[src/rtl/fetch_queue.sv]
// rtl/fetch_queue.sv - instruction fetch engine with a small in-order instruction queue
//
// Purpose: issues single-outstanding word reads to instruction memory, queues the
// returned words with their addresses, and presents the oldest entry to decode.
// A redirect flushes the queue and restarts fetch at the new (word-aligned) address.
//
// Parameters:
//   ENTRY       fetch address loaded on reset
//   DEPTH       queue entries, power of two in 2..8
// Ports:
//   clk         clock, rising edge
//   rst_n       asynchronous active-low reset
//   redirect    flush request; redirect_pc is the new fetch address
//   imem_req    read request, held until imem_ack
//   imem_addr   address of the outstanding request
//   imem_ack    response strobe, imem_data valid in the same cycle
//   out_valid   head entry available
//   out_ready   decode accepts the head entry
//   out_ins     head instruction word
//   out_pc      head instruction address
//   out_pcp4    out_pc + 4
//   count       occupied entries

module fetch_queue #(
    parameter logic [31:0] ENTRY = 32'h80,
    parameter int          DEPTH = 4
) (
    input  logic        clk,
    input  logic        rst_n,
    input  logic        redirect,
    input  logic [31:0] redirect_pc,
    output logic        imem_req,
    output logic [31:0] imem_addr,
    input  logic        imem_ack,
    input  logic [31:0] imem_data,
    output logic        out_valid,
    input  logic        out_ready,
    output logic [31:0] out_ins,
    output logic [31:0] out_pc,
    output logic [31:0] out_pcp4,
    output logic [3:0]  count
);

    localparam int PW = (DEPTH > 1) ? $clog2(DEPTH) : 1;

    typedef enum logic [1:0] {
        S_IDLE,
        S_WAIT,
        S_DROP
    } state_t;

    state_t            r_state;
    logic [31:0]       r_fetch_pc;
    logic [31:0]       r_addr;
    logic              r_req;
    logic [PW-1:0]     r_wr_ptr;
    logic [PW-1:0]     r_rd_ptr;
    logic [3:0]        r_count;
    logic [31:0]       r_ins [DEPTH];
    logic [31:0]       r_pc  [DEPTH];

    logic              w_full;
    logic              w_enq;
    logic              w_deq;
    logic [31:0]       w_redirect_pc;

    // Masking instead of slicing keeps every redirect_pc bit in use.
    assign w_redirect_pc = redirect_pc & ~32'h3;
    assign w_full        = (r_count == 4'(DEPTH));

    // Redirect wins over both queue operations so nothing older survives a flush.
    assign w_enq = (r_state == S_WAIT) && imem_ack && !redirect;
    assign w_deq = (r_count != 4'd0) && out_ready && !redirect;

    // Fetch FSM: one request in flight; DROP waits out a request made stale by a redirect.
    always_ff @(posedge clk or negedge rst_n) begin
        if (!rst_n) begin
            r_state    <= S_IDLE;
            r_fetch_pc <= ENTRY;
            r_addr     <= ENTRY;
            r_req      <= 1'b0;
        end else begin
            case (r_state)
                S_IDLE: begin
                    if (redirect) begin
                        r_fetch_pc <= w_redirect_pc;
                    end else if (!w_full) begin
                        r_req   <= 1'b1;
                        r_addr  <= r_fetch_pc;
                        r_state <= S_WAIT;
                    end
                end
                S_WAIT: begin
                    if (imem_ack) begin
                        r_req   <= 1'b0;
                        r_state <= S_IDLE;
                        if (redirect) begin
                            r_fetch_pc <= w_redirect_pc;
                        end else begin
                            r_fetch_pc <= r_fetch_pc + 32'd4;
                        end
                    end else if (redirect) begin
                        r_fetch_pc <= w_redirect_pc;
                        r_state    <= S_DROP;
                    end
                end
                S_DROP: begin
                    if (redirect) begin
                        r_fetch_pc <= w_redirect_pc;
                    end
                    // The stale request still has to complete before a new one may issue.
                    if (imem_ack) begin
                        r_req   <= 1'b0;
                        r_state <= S_IDLE;
                    end
                end
                default: begin
                    r_req   <= 1'b0;
                    r_state <= S_IDLE;
                end
            endcase
        end
    end

    // Instruction queue: DEPTH is a power of two, so pointers wrap naturally.
    always_ff @(posedge clk or negedge rst_n) begin
        if (!rst_n) begin
            r_wr_ptr <= '0;
            r_rd_ptr <= '0;
            r_count  <= 4'd0;
            for (int i = 0; i < DEPTH; i++) begin
                r_ins[i] <= 32'd0;
                r_pc[i]  <= 32'd0;
            end
        end else if (redirect) begin
            r_wr_ptr <= '0;
            r_rd_ptr <= '0;
            r_count  <= 4'd0;
        end else begin
            if (w_enq) begin
                r_ins[r_wr_ptr] <= imem_data;
                r_pc[r_wr_ptr]  <= r_fetch_pc;
                r_wr_ptr        <= r_wr_ptr + 1'b1;
            end
            if (w_deq) begin
                r_rd_ptr <= r_rd_ptr + 1'b1;
            end
            case ({w_enq, w_deq})
                2'b10:   r_count <= r_count + 4'd1;
                2'b01:   r_count <= r_count - 4'd1;
                default: r_count <= r_count;
            endcase
        end
    end

    assign imem_req  = r_req;
    assign imem_addr = r_addr;
    assign out_valid = (r_count != 4'd0);
    assign out_ins   = r_ins[r_rd_ptr];
    assign out_pc    = r_pc[r_rd_ptr];
    assign out_pcp4  = out_pc + 32'd4;
    assign count     = r_count;

endmodule

[config.mk]
export PLATFORM = sky130hd
export DESIGN_NAME = fetch_queue
export DESIGN_NICKNAME = d
export VERILOG_FILES = /design/src/rtl/fetch_queue.sv
export SDC_FILE = /design/constraint.sdc
export NUM_CORES = 1
export LEC_CHECK = 0
export CAP_MARGIN = 20
export CORE_ASPECT_RATIO = 0.8
export CORE_MARGIN = 5
export CORE_UTILIZATION = 30
export CTS_CLUSTER_SIZE = 30
export DETAILED_ROUTE_END_ITERATION = 16
export SYNTH_ARGS = -nofsm -noshare
export SYNTH_HDL_FRONTEND = slang
export SYNTH_SLANG_ARGS = --single-unit
[constraint.sdc]
create_clock -name clk -period 2.4 [get_ports clk]
set_clock_uncertainty 0.15 [all_clocks]
set_input_delay 0.48 -clock clk [delete_from_list [all_inputs] [get_ports clk]]
set_output_delay 0.48 -clock clk [all_outputs]
set_load 0.01 [all_outputs]
==> summary.md <==
| Metric | Value |
|---|---|
| Most frequent cells in the layout | dfrtp_1, mux2_2, clkdlybuf4s50_1 |
| Mapped Cells | 1,100 |
| Die Footprint | 56,000 um2 |
| Top Usage Layer GRT | met2 |
| Routing usage on met3 | 3.31% |
| Vert. Die Dim | 213 um |
| Max-Cap Viols | 0 |
| Unrepaired setup endpoints after global routing | true |
| WP data arrival | 2.96 ns |
| Fin. max-slew vios | 0 |
| Peak VDD IR | 0.519 mV |
| Antenna diodes | 0 |
| Crit Path Class | reg2out |
| Yosys cell types | 53 |
| Post-Layout Cell Count | 2,141 |
| H-tree levels | 2 |
| Clock Path Buffers | 3 |
| Post-Syn Area per Cell | 14.0 um2 |
| Status | complete, but fails checks |
| Number of synthesized flops with an enable pin | 0 |
| Dpl cells | 2,038 |
| Clock Latency Late Sink | 0.56 ns |
| Die Width | 263 um |
| Port-buffer cells | 200 |
| Vias in the first global route | 11.3k |
| Grt total ovfl | 0 |
| Core Area | 50,900 um2 |
| Clk sinks | 331 |
| Detailed Route Iter0 Violations | 575 |
| Slew headroom | 67.4% |
| Final non-filler cell area | 21,200 um2 |
| # DRC | 0 |
| Ports | 203 |
| Register area share after synthesis | 53.8% |
| Total GRT Usage | 15.5% |
| GRT met1 Usage | 22.5% |
| Placed inst area | 19,400 um2 |
| P_leak | 9.83 nW |
| Drt wl/cell | 21.0 um |
| Final Worst Setup Slack | -1.19 ns |
| Most common cell after layout, fill and taps aside | dfrtp_1 |
| Mapped Area | 15,400 um2 |
| Number of detailed-route iterations in the first pass | 4 |
| First-pass GRT wire length | 68.3 mm |
| Post-route ant nets | 0 |
| Worst-Margin Slew | 0.489 ns |
| Seq cells post-synth | 331 |
| Failing checks | negative setup slack |
| DR vias | 10.6k |
| WP data required | 1.77 ns |
| Initial antenna violation count | 0 |
| CTS tree | yes |
| Post-Route WL | 44.9 mm |
| Nets@finish | 1,509 |
| Fin crit period | 3.59 ns |
| CP startpoint kind | flop |
| Fmax achieved | 278 MHz |
| Clock transition at the registers of the reported paths | 0.06 ns |
| Layout cell share with drive strength beyond 1 | 51.1% |
| Synth Warn # | 0 |
| Detail Placement HPWL | 30.4 mm |
| Final hold vios | 0 |
| Syn nets | 1,182 |
| Synth-to-layout area growth | 37.5% |
| Row cnt | 74 |
| Placer congestion estimate | 0.833 |
| Final worst-path cycle share | 150% |
| Crit end category | output port |
| Ys flop type | dfrtp_1 |
| # setup viols final | 96 |
| Met2 Resource Use GR | 24.0% |
| Total CTS buffers | 38 |
| Critical path fanouts, max | 7 |
| Fin util | 41.6% |
| Initial core utilization | 30.3% |
| Hold Crit Class | in2async |
| CTS root buffer | clkbuf_16 |
| Synth async-reset ratio | 100% |
| Largest net degree at the start of global routing | 73 |
| Vias per inst | 4.94 |
| Total power per unit cell area | 1170 nW/um2 |
[path summary, 6_finish.rpt]
| kind | cells past startpoint | from | slack [ns] | end |
|---|---|---|---|---|
| min | 2 | rst_n | 0.31 | r_fetch_pc[15] |
| max in group asynchronous | 3 | rst_n | 1.01 | imem_addr[30] |
| min in group clk | 1 | r_ins[39] | 0.35 | r_ins[39] |
| max | 11 | r_rd_ptr[0] | -1.19 | out_pcp4[26] |
| max reg2reg | 9 | count[1] | 0.06 | count[3] |
| min reg2reg | 1 | r_ins[39] | 0.35 | r_ins[39] |
[worst max-delay path, stage by stage (launching register included)]
cell	delay, ns
dfrtp_4	0.56
buf_12	0.18
mux4_2	0.38
nand2_4	0.09
buf_6	0.13
nor4b_4	0.26
and4_4	0.30
buf_6	0.11
buf_6	0.09
nand3_4	0.06
xnor2_2	0.13
buf_2	0.14
[final cells by class]
class	instances	area, um2
clock buffers	48	1050
well taps	684	856
clock inverters	22	225
flip-flops and latches	331	8300
fillers	4729	29700
inverters	13	51.3
multi-input cells	671	7070
repair buffers	372	3640
[state kept, by name (all words and copies together) (netlist names)]
name        flops
count           4
r_fetch_pc     32
r_pc          128
imem_req        1
imem_addr      32
r_ins         128
r_rd_ptr        2
r_state         2
r_wr_ptr        2
[metrics by stage]
step                      setup slack [ns]  hold WS [ns]  power [mW]  TNS, ns
after global placement              -0.904         0.298        18.7   -74.01
after CTS                            -1.25         0.290        25.0   -83.52
after detailed placement            -0.951         0.296        18.9   -82.23
after floorplan                     -0.201        0.0344        13.3    -3.47
final                                -1.19         0.306        24.8   -62.57
after global routing                 -1.29         0.322        26.2   -70.03
[power by group]
part | switching (mW) | internal [mW] | total, mW
Clock | 2.45 | 3.46 | 5.90
Combinational | 4.61 | 6.02 | 10.6
Sequential | 1.04 | 7.21 | 8.25
[metal layers]
layer	vias to the layer above	wire (um)
met5	-	0
met4	0	789
met3	53	2090
met2	218	20400
met1	5569	21600
li1	4731	-
[cells by family (layout without fill, tap and decap cells)]
group / count (synthesis) / after routing / synth area share, %
XOR/XNOR: 34 / 34 / 1.93
adder cells (fa/ha/maj): 13 / 13 / 1.10
multiplexers: 360 / 360 / 31.0
buffers and inverters: 98 / 455 / 2.67
flip-flops: 331 / 331 / 53.8
AO/OA/AOI/OAI: 92 / 92 / 3.71
AND/OR/NAND/NOR: 172 / 172 / 5.84
[cell usage after synthesis, types with 3 or more instances]
| library cell | number | area [um2] |
|---|---|---|
| dfrtp_1 | 329 | 8230 |
| mux2_2 | 288 | 3240 |
| mux4_2 | 63 | 1420 |
| clkbuf_1 | 60 | 225 |
| nand2_1 | 42 | 158 |
| nor2_1 | 39 | 146 |
| a21oi_1 | 28 | 140 |
| xnor2_1 | 28 | 245 |
| nand3_1 | 23 | 115 |
| o21ai_0 | 22 | 110 |
| a22oi_1 | 18 | 135 |
| nor3_1 | 17 | 85.1 |
| buf_2 | 13 | 65.1 |
| inv_1 | 13 | 48.8 |
| ha_1 | 12 | 150 |
| and2_1 | 10 | 62.6 |
| and3_1 | 10 | 62.6 |
| mux2i_1 | 8 | 80.1 |
| nand4_1 | 8 | 50.1 |
| o22ai_1 | 8 | 50.1 |
| and4_1 | 6 | 52.6 |
| buf_1 | 6 | 22.5 |
| xor2_1 | 6 | 52.6 |
| or4_1 | 4 | 30.0 |
| a221o_1 | 3 | 30.0 |
| buf_4 | 3 | 22.5 |
[what timing repair did]
| item | 4_1_cts | 5_1_grt |
|---|---|---|
| hold endpoints to repair | 33 | 0 |
| resized for setup | 223 | 175 |
| buffers inserted | 11 | 26 |
| hold buffers | 1 | 0 |
| gates cloned | 1 | 4 |
| pin swaps | 19 | 16 |
| endpoints found under the setup margin | 99 | 112 |
(Power assumes the default switching activity.)
